`src/rtl/calc_pkg.sv`:
```
// Shared definitions for the K-means add/subtract datapath units.
// Holds the default operand width, the FSM state encoding and a flag helper.
package calc_pkg;

  localparam int CALC_WIDTH = 32;

  typedef enum logic [1:0] {
    IDLE = 2'd0,
    RUN  = 2'd1,
    DONE = 2'd2
  } calc_state_e;

  // Signed overflow: carry into the sign bit differs from carry out of it.
  function automatic logic signed_ovf(input logic c_msb, input logic c_prev);
    return c_msb ^ c_prev;
  endfunction

endpackage

```
`src/rtl/plus_digit.sv`:
```
// Combinational DIGIT-bit ripple-carry slice.
// Produces the sum bits and the carry out of every bit position.
module plus_digit #(
  parameter int DIGIT = 1
) (
  input  logic [DIGIT-1:0] a,
  input  logic [DIGIT-1:0] b,
  input  logic             ci,
  output logic [DIGIT-1:0] s,
  output logic [DIGIT-1:0] c
);

  logic cc;

  // Ripple the carry through the slice, recording each bit's carry out.
  always_comb begin
    cc = ci;
    s  = '0;
    c  = '0;
    for (int i = 0; i < DIGIT; i++) begin
      s[i] = a[i] ^ b[i] ^ cc;
      c[i] = (a[i] & b[i]) | (cc & (a[i] ^ b[i]));
      cc   = c[i];
    end
  end

endmodule

```
`src/rtl/calc_plus_serial.sv`:
```
// Digit-serial adder: sum = inputX + inputY + cin, DIGIT bits per clock,
// with start/done handshake and the per-bit carry vector exposed as cout.
module calc_plus_serial
  import calc_pkg::*;
#(
  parameter int WIDTH = CALC_WIDTH,
  parameter int DIGIT = 1
) (
  input  logic             plus_clk,
  input  logic             plus_rst,
  input  logic             start,
  input  logic [WIDTH-1:0] inputX,
  input  logic [WIDTH-1:0] inputY,
  input  logic             cin,
  output logic             ready,
  output logic             done,
  output logic [WIDTH-1:0] sum,
  output logic [WIDTH-1:0] cout,
  output logic             carry_out,
  output logic             overflow
);

  localparam int N  = WIDTH / DIGIT;
  localparam int CW = (N > 1) ? $clog2(N) : 1;
  localparam logic [CW-1:0] LAST = CW'(N - 1);

  calc_state_e      state_q, state_d;
  logic [WIDTH-1:0] x_q, x_d, y_q, y_d;
  logic [WIDTH-1:0] sum_sh_q, sum_sh_d, cy_sh_q, cy_sh_d;
  logic [WIDTH-1:0] sum_q, sum_d, cout_q, cout_d;
  logic             carry_q, carry_d;
  logic [CW-1:0]    cnt_q, cnt_d;
  logic             ready_q, ready_d, done_q, done_d;
  logic             carry_out_q, carry_out_d, overflow_q, overflow_d;

  logic [DIGIT-1:0] slice_s, slice_c;

  plus_digit #(.DIGIT(DIGIT)) u_digit (
    .a  (x_q[DIGIT-1:0]),
    .b  (y_q[DIGIT-1:0]),
    .ci (carry_q),
    .s  (slice_s),
    .c  (slice_c)
  );

  // Next-state and datapath update; result registers load only on the last digit.
  always_comb begin
    state_d     = state_q;
    x_d         = x_q;
    y_d         = y_q;
    sum_sh_d    = sum_sh_q;
    cy_sh_d     = cy_sh_q;
    carry_d     = carry_q;
    cnt_d       = cnt_q;
    sum_d       = sum_q;
    cout_d      = cout_q;
    carry_out_d = carry_out_q;
    overflow_d  = overflow_q;
    done_d      = 1'b0;
    case (state_q)
      IDLE: begin
        if (start) begin
          x_d      = inputX;
          y_d      = inputY;
          carry_d  = cin;
          cnt_d    = '0;
          sum_sh_d = '0;
          cy_sh_d  = '0;
          state_d  = RUN;
        end else begin
          state_d = IDLE;
        end
      end
      RUN: begin
        // New digits enter at the top so the LSB digit ends at bit 0 after N shifts.
        x_d      = x_q >> DIGIT;
        y_d      = y_q >> DIGIT;
        sum_sh_d = {slice_s, sum_sh_q[WIDTH-1:DIGIT]};
        cy_sh_d  = {slice_c, cy_sh_q[WIDTH-1:DIGIT]};
        carry_d  = slice_c[DIGIT-1];
        cnt_d    = cnt_q + CW'(1);
        if (cnt_q == LAST) begin
          sum_d       = sum_sh_d;
          cout_d      = cy_sh_d;
          carry_out_d = cy_sh_d[WIDTH-1];
          overflow_d  = signed_ovf(cy_sh_d[WIDTH-1], cy_sh_d[WIDTH-2]);
          done_d      = 1'b1;
          state_d     = DONE;
        end else begin
          state_d = RUN;
        end
      end
      DONE: begin
        state_d = IDLE;
      end
      default: begin
        state_d = IDLE;
      end
    endcase
    ready_d = (state_d == IDLE);
  end

  // State and datapath registers with synchronous reset.
  always_ff @(posedge plus_clk) begin
    if (plus_rst) begin
      state_q     <= IDLE;
      x_q         <= '0;
      y_q         <= '0;
      sum_sh_q    <= '0;
      cy_sh_q     <= '0;
      carry_q     <= 1'b0;
      cnt_q       <= '0;
      sum_q       <= '0;
      cout_q      <= '0;
      carry_out_q <= 1'b0;
      overflow_q  <= 1'b0;
      ready_q     <= 1'b1;
      done_q      <= 1'b0;
    end else begin
      state_q     <= state_d;
      x_q         <= x_d;
      y_q         <= y_d;
      sum_sh_q    <= sum_sh_d;
      cy_sh_q     <= cy_sh_d;
      carry_q     <= carry_d;
      cnt_q       <= cnt_d;
      sum_q       <= sum_d;
      cout_q      <= cout_d;
      carry_out_q <= carry_out_d;
      overflow_q  <= overflow_d;
      ready_q     <= ready_d;
      done_q      <= done_d;
    end
  end

  assign ready     = ready_q;
  assign done      = done_q;
  assign sum       = sum_q;
  assign cout      = cout_q;
  assign carry_out = carry_out_q;
  assign overflow  = overflow_q;

endmodule

```
`config.mk`:
```
export PLATFORM = sky130hd
export DESIGN_NAME = calc_plus_serial
export DESIGN_NICKNAME = d
export VERILOG_FILES = /design/src/rtl/calc_pkg.sv /design/src/rtl/plus_digit.sv /design/src/rtl/calc_plus_serial.sv
export SDC_FILE = /design/constraint.sdc
export NUM_CORES = 1
export LEC_CHECK = 0
export BUFFER_PORTS_ARGS = -buffer_cell sky130_fd_sc_hd__buf_2
export CAP_MARGIN = 0
export CORE_MARGIN = 8
export CORE_UTILIZATION = 55
export CTS_CLUSTER_SIZE = 12
export DETAILED_ROUTE_END_ITERATION = 16
export PLACE_DENSITY = 0.79
export SLEW_MARGIN = 10
export SYNTH_ARGS = -nofsm -noshare
export SYNTH_HDL_FRONTEND = slang
export SYNTH_SLANG_ARGS = --single-unit
```
`constraint.sdc`:
```
create_clock -name plus_clk -period 2.4 [get_ports plus_clk]
set_input_delay 0.24 -clock plus_clk [delete_from_list [all_inputs] [get_ports plus_clk]]
set_output_delay 0.24 -clock plus_clk [all_outputs]
set_load 0.05 [all_outputs]
```
### Word-level counts from Yosys, hierarchy flattened

Index checks and enable logic that the tools add are counted.

| word-level totals | value |
|---|---|
| bits in registers | 204 |
| output and inout bits | 68 |

| cells by class | value |
|---|---|
| mux-type cells | 15 |
| add/subtract/negate cells | 1 |
| bitwise gates (word level) | 7 |
| equal/unequal tests | 3 |
| reductions and logical operators | 6 |

Operators with widths:

| kind | count |
|---|---|
| $pmux W32 S2 | 4 |
| $mux W32 | 3 |
| $pmux W5 S2 | 1 |
| $add A5 B1 Y5 const B | 1 |
| $eq A5 B5 Y1 const B | 1 |
| $mux W5 | 1 |
| $logic_not A2 Y1 | 2 |
| $pmux W2 S2 | 1 |
| $reduce_and A2 Y1 | 2 |
| $mux W1 | 3 |
| $xor A1 B1 Y1 | 3 |
| $and A1 B1 Y1 | 2 |
| $eq A2 B1 Y1 const B | 1 |
| $mux W2 | 1 |
| $ne A2 B2 Y1 const B | 1 |
| $pmux W1 S2 | 1 |
| $reduce_bool A2 Y1 | 1 |
| $reduce_or A2 Y1 | 1 |
| $not A1 Y1 | 1 |
| $or A1 B1 Y1 | 1 |

### Longest topological paths before layout

Gate-level depths: netlist (run 1).

| logic depth | value |
|---|---|
| depth in word-level cells | 4 |
| gate-level depth with buffers | 9 |

### Modules after synthesis

A second synthesis (run 1) with hierarchy kept.

| unflattened totals | value |
|---|---|
| cells, all modules | 887 |
| area total of the unflattened synthesis | 7,836.3 sq um |

Modules (own cells, without submodules):

| module | cells each | seq. area each (sq um) | area an instance (sq um) | times used |
|---|---|---|---|---|
| calc_plus_serial | 886 | 4,023.9 | 7,816.2 | 1 |
| plus_digit | 1 | 0.0 | 20.0 | 1 |

### Worst setup path after synthesis (run 1)

OpenSTA, ideal clock, no wires.

| path | value |
|---|---|
| path type | reg2reg |
| from | register cnt_q[0] |
| to | register sum_q[29] (netlist: sum[29]) |
| path buffers | 3 |
| stages on the path, launching flop included | 10 |
| period minus slack after synthesis | 1,719 ps |
| arrival time | 1,586 ps |
| required time | 2,268 ps |
| slack | 681 ps |
| library setup time | 132 ps |
| cell sequence | dfxtp_1 > ha_1 > and3_1 > ha_1 > and3b_1 > buf_2 > buf_4 > buf_4 > nand2_1 > a21oi_1 |

| between the ends | value |
|---|---|
| word-level cells in the longest chain between the ends | 2 |

Ends and longest elaborated chain:

| what | line | RTL |
|---|---|---|
| start: declaration | calc_plus_serial.sv:32 | `logic [CW-1:0] cnt_q, cnt_d;` |
| start signal: assignment | calc_plus_serial.sv:126 | `cnt_q <= cnt_d;` |
| $eq A5 B5 Y1 | calc_plus_serial.sv:82 | `if (cnt_q == LAST) begin` |
| $reduce_and A2 Y1 (no line) | n/a |  |
| end signal: assignment | calc_plus_serial.sv:127 | `sum_q <= sum_d;` |
| end: declaration | calc_plus_serial.sv:30 | `logic [WIDTH-1:0] sum_q, sum_d, cout_q, cout_d;` |

No other way between the ends.
A chain may end at the register's enable or synchronous reset.

### Final worst setup path (run 1)

| path | value |
|---|---|
| from | register state_q[0] |
| to | register y_q[12] |

| between the ends | value |
|---|---|
| word-level cells in the longest chain between the ends | 3 |
| elaborated cells on any way between the ends | 6 |
| those cells by class | 2 x eq/ne; 1 x mux; 3 x reduce/logical |

Ends and longest elaborated chain:

| what | line | RTL |
|---|---|---|
| start: declaration | calc_plus_serial.sv:27 | `calc_state_e state_q, state_d;` |
| start signal: assignment | calc_plus_serial.sv:120 | `state_q <= state_d;` |
| $eq A2 B1 Y1 / $logic_not A2 Y1 (equally long branches) | calc_plus_serial.sv:60 | `case (state_q)` |
| $reduce_bool A2 Y1 (no line) / $ne A2 B2 Y1 (equally long branches) | n/a |  |
| $reduce_and A2 Y1 (no line) | n/a |  |
| end signal: assignment | calc_plus_serial.sv:122 | `y_q <= y_d;` |
| end: declaration | calc_plus_serial.sv:28 | `logic [WIDTH-1:0] x_q, x_d, y_q, y_d;` |

Parallel ways exist; a longest one is shown, timed or not.

==> results of run 1 <==
## placed cells by master (no fill, tap or decap), drive strengths merged
master and instances:
a31oi 1, inv 4, a21oi 127, a211oi 64, nor2b 1, nor3b 2, a22oi 64, o21bai 1
nand2b 2, nand2 190, a2bb2oi 1, a221oi 2, nor2 131, xnor2 1, nand3 2, ha 2
clkinv 1, fa 1, buf 151, a311oi 1, o211a 1, o21ba 1, or3 1, dfxtp 201
clkbuf 29, nor3 1, and3b 1, nand3b 1, dlygate4sd3 24, and3 1
## metal layers
metal | wire [µm] | GRT usage, %
met1 | 7555 | 23.53
met2 | 8037 | 30.30
met3 | 1034 | 4.769
met4 | 285 | 5.426
met5 | 24 | 0
## worst min-delay path by stage
| stage | end | depth (start not counted) |
|---|---|---|
| after global routing | x_q[29] | 3 |
| after global placement | sum[0] | 2 |
| final | x_q[29] | 3 |
| after CTS | x_q[29] | 3 |
| after detailed placement | sum[6] | 2 |
| after floorplan | y_q[29] | 2 |
## per-stage QoR
| stage | hold WS (ns) | worst slack, ns | total power [mW] |
|---|---|---|---|
| after floorplan | 0.3810 | 0.6813 | 3.923 |
| after global placement | 0.4397 | 0.6786 | 4.058 |
| after detailed placement | 0.4438 | 0.6080 | 4.067 |
| after CTS | 0.0002178 | 0.5606 | 6.996 |
| after global routing | 0.005843 | 0.4421 | 7.193 |
| final | 0.001836 | 0.5493 | 6.940 |
## layout make-up
class                      instances  area (µm²)
tap                              176       220.2
fill                            1126        4212
inverter                           3       11.26
clock inverter                     2       13.76
timing repair buffer             175        1142
multi-input combinational        600        3024
clock buffer                      29       595.6
sequential                       201        4024
## registers in the layout (all words and copies together) (netlist names)
name and cells:
sum_sh_q 31, done 1, ready 1, overflow 1, x_q 32, cout 32, cy_sh_q 31, state_q 2
carry_q 1, cnt_q 5, sum 32, y_q 32
## power by group through the flow
stage	registers [mW]	logic [mW]	clock network [mW]
2_1_floorplan	3.55	0.369	0
3_3_place_gp	3.56	0.493	0
3_5_place_dp	3.57	0.502	0
4_1_cts	3.49	0.533	2.97
5_1_grt	3.50	0.595	3.09
6_report	3.50	0.531	2.91
## worst reg2reg max path: stages, from the launching register on
cell and delay, ns:
dfxtp_1 0.41, o21bai_4 0.61, buf_4 0.39, a21oi_1 0.07, a211oi_1 0.27
## cell families after synthesis
logic type / after synthesis / synth area share (%)
simple gates: 333 / 17.14
compound gates: 263 / 22.41
xor+xnor: 1 / 0.1171
fa+ha+maj: 3 / 0.6021
buf+inv: 84 / 5.937
flops: 201 / 53.79
## timing repair
action | CTS | global route
hold buffers | 24 | 0
endpoints found under the hold margin | 24 | 0
setup endpoints to repair | 0 | 0
buffers inserted | 0 | 0
==> flow_summary_export.csv, run 1 <==
group,metric,value,unit
drt,drc,0,
worst_setup_path,reg2reg_slack,0.55,ns
cts,clock_path_buffers,3,
worst_setup_path,worstPathArrival,2.24,ns
cts,cts_sinks,201,
timing,layout_min_cycle_time,1.851,ns
logic_synthesis,synth_seq_cells,201,
logic_synthesis,syn_nets,956,
hold_path,worstHoldPathType,"in -> reg",
global_routing,grt_use_total,18.51,%
power_and_ir_drop,peakVddDrop,498.2,µV
timing,slew_viol_final,0,
logic_synthesis,synthFlopType,"dfxtp_1",
place,dp_hpwl,10400,µm
timing,worst_slew_pin_slew,0.6801,ns
layout,final_cells,1186,
die,fp.dieW,132.6,µm
place,place_inst,1131,
drt,vias_per_cell,5.439,
timing,rsz0062_at_grt,"no",
logic_synthesis,synth_edf_count,0,
worst_setup_path,cp_cell_sequence,"o21bai_4 > buf_4 > a21oi_1 > a211oi_1",
timing,skew,0.01329,ns
die,initial_core_util,56.49,%
worst_setup_path,setup.worst_path.class,"reg -> reg",
worst_setup_path,startpoint_type,"flip-flop",
die,ios,136,
power_and_ir_drop,p_int,5.364,mW
worst_setup_path,cp_max_fo,24,
die,core-area,13240,µm²
logic_synthesis,ys_warn_count,0,
place,port_buffers,135,
layout,fin_util,68.20,%
cts,cts_tree,"built",
logic_synthesis,yosysMostFrequentCell,"dfxtp_1",
worst_setup_path,r2r-end,"y_q[12]",
power_and_ir_drop,p_leak,3.669,nW
die,die-area,17590,µm²
power_and_ir_drop,clkPwrFrac,42.0,%
drt,finalWirelength,16940,µm
timing,slew_headroom,54.54,%
worst_setup_path,worst-path-stages,4,
global_routing,antenna_found_initial,2,
timing,fin_crit_sh,77.11,%
cts,cts_buffers,21,
place,placed_area,8182,µm²
cts,insertion_delay,0.49,ns
global_routing,grt_pass1_vias,6024,
die,rows,42,
logic_synthesis,syn_area_per_cell,8.453,µm²
global_routing,grt_overflow,0,
layout,drive_above_1_share,18.12,%
global_routing,grt_pass1_wl,28410,µm
hold_path,hold_start,"inputX[29]",
worst_setup_path,slowest_stage,"o21bai_4",
global_routing,grt_max_degree,98,
worst_setup_path,required,2.79,ns
drt,drt.antenna.violating_nets,0,
layout,fin_nets,1073,
worst_setup_path,max_stage_delay,0.61,ns
cts,path_clk_slew,0.06,ns
layout,fin_area,9031,µm²
worst_setup_path,endpoint,"y_q[12]",
timing,hold_viol_final,0,
drt,first_pass_iters,5,
logic_synthesis,synthCells,885,
cts,htreeDepth,1,
worst_setup_path,endpoint_kind,"flip-flop",
timing,tns,0,ns
timing,max_freq,540.3,MHz
power_and_ir_drop,pwr-share-seq,50.4,%
cts,cts-root-buf,"clkbuf_16",
logic_synthesis,yosysTopAreaCell,"dfxtp_1",
logic_synthesis,ys_seq_area_share,53.79,%
power_and_ir_drop,p_comb_share,7.7,%
worst_setup_path,reg2regPathDepth,4,
drt,wl_per_cell,14.28,µm
die,die_h,132.6,µm
logic_synthesis,ys_types,31,
power_and_ir_drop,power_switching,1.575,mW
power_and_ir_drop,p_sw_share,22.70,%
logic_synthesis,synth_area,7481,µm²
drt,vias,6451,
status,status,"finished, final reports clean",
logic_synthesis,synth_area_leaders,"dfxtp_1 54%, nand2_1 9.5%, a21oi_1 8.5%, nor2_1 6.6%, a211oi_1 6.4%",
place,gp_congestion,0.7322,
power_and_ir_drop,power_density,768.4,nW/µm²
layout,syn_to_final_growth,20.72,%
worst_setup_path,crit_start,"state_q[0]",
worst_setup_path,worst_path_dominant_cell_family,"compound AO/OA/AOI/OAI gates",
logic_synthesis,synth_common_cells,"201 x dfxtp_1, 190 x nand2_1, 131 x nor2_1",
timing,setup_viol,0,
job,drv_cap,0,
drt,drt-initial-drc-count,587,
worst_setup_path,worst-path-buf-inv,1,
logic_synthesis,synthArstFlopShare,0,%
worst_setup_path,r2r-start,"state_q[0]",
layout,antenna_cells,0,
cts,cts_resized,0,
logic_synthesis,netlist.area_leader.share,53.79,%
Power figures use the tool's default switching activity.
==> inputs of run 2 (changes only) <==
--- a/config.mk
+++ b/config.mk
@@ -8,10 +8,10 @@
 export BUFFER_PORTS_ARGS = -buffer_cell sky130_fd_sc_hd__buf_2
 export CAP_MARGIN = 0
 export CORE_MARGIN = 8
-export CORE_UTILIZATION = 55
+export CORE_UTILIZATION = 50
 export CTS_CLUSTER_SIZE = 12
 export DETAILED_ROUTE_END_ITERATION = 16
-export PLACE_DENSITY = 0.79
+export PLACE_DENSITY = 0.76
 export SLEW_MARGIN = 10
 export SYNTH_ARGS = -nofsm -noshare
 export SYNTH_HDL_FRONTEND = slang
==> constraint.sdc (replaced) <==
create_clock -name plus_clk -period 1.7 [get_ports plus_clk]
set_input_delay 0.17 -clock plus_clk [delete_from_list [all_inputs] [get_ports plus_clk]]
set_output_delay 0.17 -clock plus_clk [all_outputs]
set_load 0.05 [all_outputs]
==> run 2 against run 1 <==
Effect of this change: worst setup slack lost 0.51 ns; count of clock-buffer cells in the layout increased by 1; worst hold slack improved by 0.068 ns; wire length is 19% higher.
==> flow_summary_export.csv, run 2 (synthesis results as in run 1) <==
group,metric,value,unit
status,status,"finished, final reports clean",
layout,final_cell_mix,"199 x dfxtp_1, 190 x nand2_1, 134 x buf_2, 131 x nor2_1, 127 x a21oi_1",
die,core-area,14590,µm²
cts,insertion_delay,0.47,ns
worst_setup_path,reg2reg_slack,0.04,ns
job,drv_cap,0,
worst_setup_path,r2r-start,"cnt_q[1]",
timing,hold_viol_final,0,
global_routing,grt_use_total,19.01,%
die,rows,44,
drt,drc,0,
die,die-area,19130,µm²
global_routing,antenna_found_initial,2,
worst_setup_path,required,2.10,ns
worst_setup_path,startpoint_type,"flip-flop",
timing,slew_viol_final,0,
hold_path,worstHoldEndpoint,"carry_q",
power_and_ir_drop,power_density,1012,nW/µm²
worst_setup_path,r2r-end,"sum[18]",
die,die_h,138.3,µm
cts,htreeDepth,1,
worst_setup_path,worstPathArrival,2.06,ns
drt,drt.antenna.violating_nets,0,
timing,finalWorstSetupSlack,0.03795,ns
timing,layout_min_cycle_time,1.662,ns
layout,drive_above_1_share,18.93,%
drt,first_pass_iters,5,
hold_path,min_path_cells,3,
drt,vias_per_cell,5.492,
global_routing,grt_overflow,0,
timing,fin_crit_sh,97.77,%
power_and_ir_drop,peakVddDrop,588.9,µV
power_and_ir_drop,p_leak,3.967,nW
power_and_ir_drop,finalPower,9.887,mW
hold_path,hold_start,"cin",
worst_setup_path,endpoint_kind,"flip-flop",
layout,syn_to_final_growth,30.64,%
layout,fin_area,9773,µm²
drt,wl_per_cell,16.14,µm
place,gp_congestion,0.7373,
hold_path,worstHoldPathType,"in -> reg",
cts,cts_sinks,201,
place,dp_hpwl,10580,µm
timing,setup_viol,0,
cts,cts_buffers,21,
die,initial_core_util,51.28,%
cts,path_clk_slew,0.06,ns
timing,skew,0.005089,ns
timing,max_freq,601.7,MHz
cts,cts_tree,"built",
place,post-place-ws,-0.06187,ns
drt,drt-initial-drc-count,494,
worst_setup_path,reg2regPathDepth,7,
worst_setup_path,setup.worst_path.class,"reg -> reg",
timing,worst_slew_pin_slew,0.4922,ns
die,ios,136,
global_routing,grt_pass1_vias,6483,
timing,slew_headroom,67.11,%
place,placed_area,8299,µm²
global_routing,grt_max_degree,76,
global_routing,grt_pass1_wl,31920,µm
worst_setup_path,cp_max_fo,14,
drt,vias,6876,
cts,cts-root-buf,"clkbuf_16",
layout,final_common_cell,"dfxtp_1",
cts,clock_path_buffers,3,
die,fp.dieW,138.3,µm
place,port_buffers,135,
layout,fin_nets,1130,
drt,finalWirelength,20210,µm
==> run 2: cell count changes in the layout (fill, tap and decap cells not counted), moves of 3 or more <==
cell           previous run  this run
dlygate4sd3_1            24        65
buf_12                    8        15
clkbuf_16                21        26
buf_6                     1         4
==> run 2: worst max-delay path by stage <==
stage | start | endpoint | cells after the start | slack (ns)
floorplan | cnt_q[0] | sum[29] | 9 | 0.01
global placement | cnt_q[1] | sum[2] | 7 | 0.03
detailed placement | cnt_q[1] | cout[25] | 7 | -0.06
CTS | cnt_q[1] | sum[31] | 7 | 0.007
global route | cnt_q[1] | sum[18] | 7 | -0.03
finish | cnt_q[1] | sum[18] | 7 | 0.04
==> run 2: stage by stage <==
stage               utilization, %  setup TNS [ns]  cells  hold slack, ns
finish                       66.99               0   1252         0.06975
global route                 66.99        -0.05824   1252          0.1016
CTS                          65.47               0   1239         0.05956
detailed placement           56.89         -0.8017   1143          0.4228
global placement             56.89               0   1143          0.4075
floorplan                        -               0    885          0.3110
==> run 2: power by group <==
group | leakage (nW) | internal, mW | switching (mW) | total (mW)
combinational | 2.04 | 0.398 | 0.493 | 0.891
sequential | 1.64 | 4.86 | 0.0762 | 4.93
clock | 0.291 | 2.37 | 1.69 | 4.06
total | 3.97 | 7.63 | 2.26 | 9.89
==> run 2: critical path, cell delays in order, from the launching register on <==
cell and delay, ns:
dfxtp_2 0.34, ha_2 0.19, and3_4 0.20, ha_4 0.15
and3b_4 0.31, clkbuf_16 0.20, nand2_1 0.06, a21oi_1 0.14
==> run 2: cell type report <==
class                           instances  area (µm²)
Antenna cell                            1       2.502
Multi-Input combinational cell        601        3057
Fill cell                            1138        4816
Clock buffer                           30       589.3
Timing Repair Buffer                  231        1852
Sequential cell                       201        4026
Clock inverter                          1       5.005
Tap cell                              184       230.2
Inverter                                3       11.26
==> run 2: per-layer routing <==
metal  wire length, µm  vias to the layer above  track usage [%]
li1                  -                     3368                -
met5                12                        -                0
met2              9857                      239            31.40
met1              8490                     3222            23.76
met3              1390                       45            4.932
met4               455                        2            5.835
==> run 2: repair_timing <==
| action | CTS | global route |
|---|---|---|
| endpoints found under the hold margin | 70 | 0 |
| setup endpoints to repair | 28 | 65 |
| gates resized for setup | 2 | 12 |
| hold buffers | 65 | 0 |
| setup buffers | 0 | 4 |
| gates cloned | 0 | 8 |
| pin swaps | 0 | 0 |
==> inputs of run 3 (changes only) <==
--- a/config.mk
+++ b/config.mk
@@ -5,13 +5,14 @@
 export SDC_FILE = /design/constraint.sdc
 export NUM_CORES = 1
 export LEC_CHECK = 0
+export ABC_AREA = 1
 export BUFFER_PORTS_ARGS = -buffer_cell sky130_fd_sc_hd__buf_2
 export CAP_MARGIN = 0
-export CORE_MARGIN = 8
-export CORE_UTILIZATION = 50
+export CORE_MARGIN = 3
+export CORE_UTILIZATION = 55
 export CTS_CLUSTER_SIZE = 12
 export DETAILED_ROUTE_END_ITERATION = 16
-export PLACE_DENSITY = 0.76
+export PLACE_DENSITY = 0.78
 export SLEW_MARGIN = 10
 export SYNTH_ARGS = -nofsm -noshare
 export SYNTH_HDL_FRONTEND = slang
==> constraint.sdc (replaced) <==
create_clock -name plus_clk -period 1.71 [get_ports plus_clk]
set_input_delay 0.171 -clock plus_clk [delete_from_list [all_inputs] [get_ports plus_clk]]
set_output_delay 0.171 -clock plus_clk [all_outputs]
set_load 0.05 [all_outputs]
==> run 3 against run 2 <==
Effect of this change: global-route usage rose by 4.2 points; worst setup slack improved by 0.043 ns; cell area rose by 8.0%; count of clock-buffer cells in the layout did not move.
==> flow_summary_export.csv, run 3 <==
group,metric,value,unit
layout,antenna_cells,0,
logic_synthesis,synthCells,1221,
worst_setup_path,slowest_stage,"dfxtp_4",
cts,insertion_delay,0.48,ns
logic_synthesis,syn_area_per_cell,6.747,µm²
timing,tns,0,ns
global_routing,grt_max_degree,131,
logic_synthesis,yosysTopAreaCell,"dfxtp_1",
layout,fin_nets,1448,
hold_path,min_path_cells,5,
layout,fin_area,10550,µm²
drt,first_pass_iters,5,
worst_setup_path,endpoint_kind,"flip-flop",
place,placed_area,9158,µm²
timing,finalWorstSetupSlack,0.08090,ns
worst_setup_path,worst-path-buf-inv,3,
drt,finalWirelength,19940,µm
cts,cts_sinks,201,
timing,skew,0.005946,ns
layout,final_cell_mix,"517 x nand2_1, 197 x dfxtp_1, 134 x buf_2, 130 x a21oi_1, 126 x nor2_1",
worst_setup_path,worst_path_dominant_cell_family,"buffers and inverters",
die,ios,136,
global_routing,grt_pass1_vias,7064,
logic_synthesis,ys_seq_area_share,48.85,%
worst_setup_path,worstPathArrival,2.04,ns
timing,slew_headroom,62.49,%
drt,drc,0,
cts,cts-root-buf,"clkbuf_16",
die,rows,44,
die,fp.dieW,128.4,µm
logic_synthesis,ys_types,20,
hold_path,worstHoldPathType,"in -> reg",
die,initial_core_util,56.47,%
worst_setup_path,cp_cell_sequence,"ha_4 > inv_1 > nor3_2 > ha_2 > nand3_4 > clkinv_8 > clkbuf_16 > nand2_1 > a21oi_1",
logic_synthesis,ys_warn_count,0,
global_routing,grt_pass1_wl,32630,µm
worst_setup_path,startpoint_type,"flip-flop",
place,gp_congestion,0.7781,
logic_synthesis,synth_seq_cells,201,
power_and_ir_drop,peakVddDrop,755.0,µV
timing,max_freq,613.8,MHz
global_routing,grt_use_total,23.23,%
cts,clock_path_buffers,3,
layout,syn_to_final_growth,28.07,%
power_and_ir_drop,p_leak,4.676,nW
layout,final_cells,1569,
drt,vias,7820,
layout,drive_above_1_share,15.31,%
place,place_inst,1478,
cts,cts_buffers,21,
place,post-place-ws,-0.002116,ns
drt,drt.antenna.violating_nets,0,
worst_setup_path,setup.worst_path.class,"reg -> reg",
worst_setup_path,max_stage_delay,0.37,ns
worst_setup_path,cp_max_fo,14,
global_routing,grt_overflow,0,
cts,path_clk_slew,0.06,ns
cts,htreeDepth,1,
logic_synthesis,yosysMostFrequentCell,"nand2_1",
cts,postCtsSetupBuffers,0,
status,status,"finished, final reports clean",
die,die-area,16480,µm²
layout,final_common_cell,"nand2_1",
die,core-area,14590,µm²
logic_synthesis,synth_common_cells,"518 x nand2_1, 201 x dfxtp_1, 134 x a21oi_1",
drt,vias_per_cell,4.984,
timing,worst_slew_pin_slew,0.5627,ns
logic_synthesis,synth_area,8238,µm²
drt,wl_per_cell,12.71,µm
timing,setup_viol,0,
logic_synthesis,syn_nets,1292,
logic_synthesis,synth_area_leaders,"dfxtp_1 49%, nand2_1 24%, a21oi_1 8.1%, nor2_1 5.8%, nand3_1 4.1%",
logic_synthesis,netlist.area_leader.share,48.85,%
logic_synthesis,synthFlopType,"dfxtp_1",
worst_setup_path,worst-path-stages,9,
timing,fin_crit_sh,95.27,%
logic_synthesis,synthArstFlopShare,0,%
place,port_buffers,135,
die,die_h,128.4,µm
job,drv_cap,0,
timing,hold_viol_final,0,
timing,layout_min_cycle_time,1.629,ns
logic_synthesis,synth_edf_count,0,
worst_setup_path,reg2regPathDepth,9,
timing,rsz0062_at_grt,"yes",
drt,drt-initial-drc-count,627,
worst_setup_path,required,2.12,ns
cts,cts_tree,"built",
place,dp_hpwl,10870,µm
timing,slew_viol_final,0,
global_routing,antenna_found_initial,0,
power_and_ir_drop,power_density,957.9,nW/µm²
timing,hold_ws,0.01875,ns
==> run 3: cells by family after synthesis <==
group / share of synthesized area (%)
adder cells (fa/ha/maj): 0.5467
flip-flops: 48.85
AND/OR/NAND/NOR: 33.90
buffers and inverters: 8.217
AO/OA/AOI/OAI: 8.490
==> run 3: power breakdown <==
group / switching, mW / internal, mW / leakage [nW]
clock network: 1.71 / 2.48 / 0.310
registers: 0.0773 / 4.83 / 1.64
logic: 0.572 / 0.435 / 2.73
==> run 3: cell type report <==
cell class	instances	area, µm²
Fill cell	1169	4039
Sequential cell	201	4031
Multi-Input combinational cell	860	3602
Timing Repair Buffer	218	1764
Clock buffer	30	619.3
Inverter	75	294.0
Tap cell	184	230.2
Clock inverter	1	8.758
==> run 3: worst reg2reg max path: stages (launching register included) <==
cell and delay (ns):
dfxtp_4 0.37, ha_4 0.13, inv_1 0.05, nor3_2 0.12, ha_2 0.23, nand3_4 0.16, clkinv_8 0.15, clkbuf_16 0.18
nand2_1 0.06, a21oi_1 0.12
==> run 3: what timing repair did <==
item                       4_1_cts  5_1_grt
setup endpoints to repair        1       67
hold endpoints to repair        54        0
cloned                           1        5
pin swaps                        1        0
resized for setup                4       17
hold buffers                    54        0
==> run 3: worst paths after layout <==
| kind | from | endpoint | slack (ns) |
|---|---|---|---|
| max | cnt_q[1] | overflow | 0.08 |
| max reg2reg | cnt_q[1] | overflow | 0.08 |
| min | inputX[9] | x_q[9] | 0.02 |
| min reg2reg | sum[21] | sum[21] | 0.46 |
==> run 3: routing by layer <==
layer  up-vias  GRT usage (%)  share of wire (%)
met4         0          4.994                1.5
met3        24          3.445                5.1
met2       197          39.90                 49
li1       4061              -                  -
met1      3538          31.24                 45
met5         -              0                  0
==> run 3: stage by stage <==
stage | total power, mW | utilization [%]
floorplan | 5.613 | -
global placement | 5.882 | 62.77
detailed placement | 5.901 | 62.77
CTS | 10.20 | 71.01
global route | 10.58 | 72.32
finish | 10.11 | 72.32
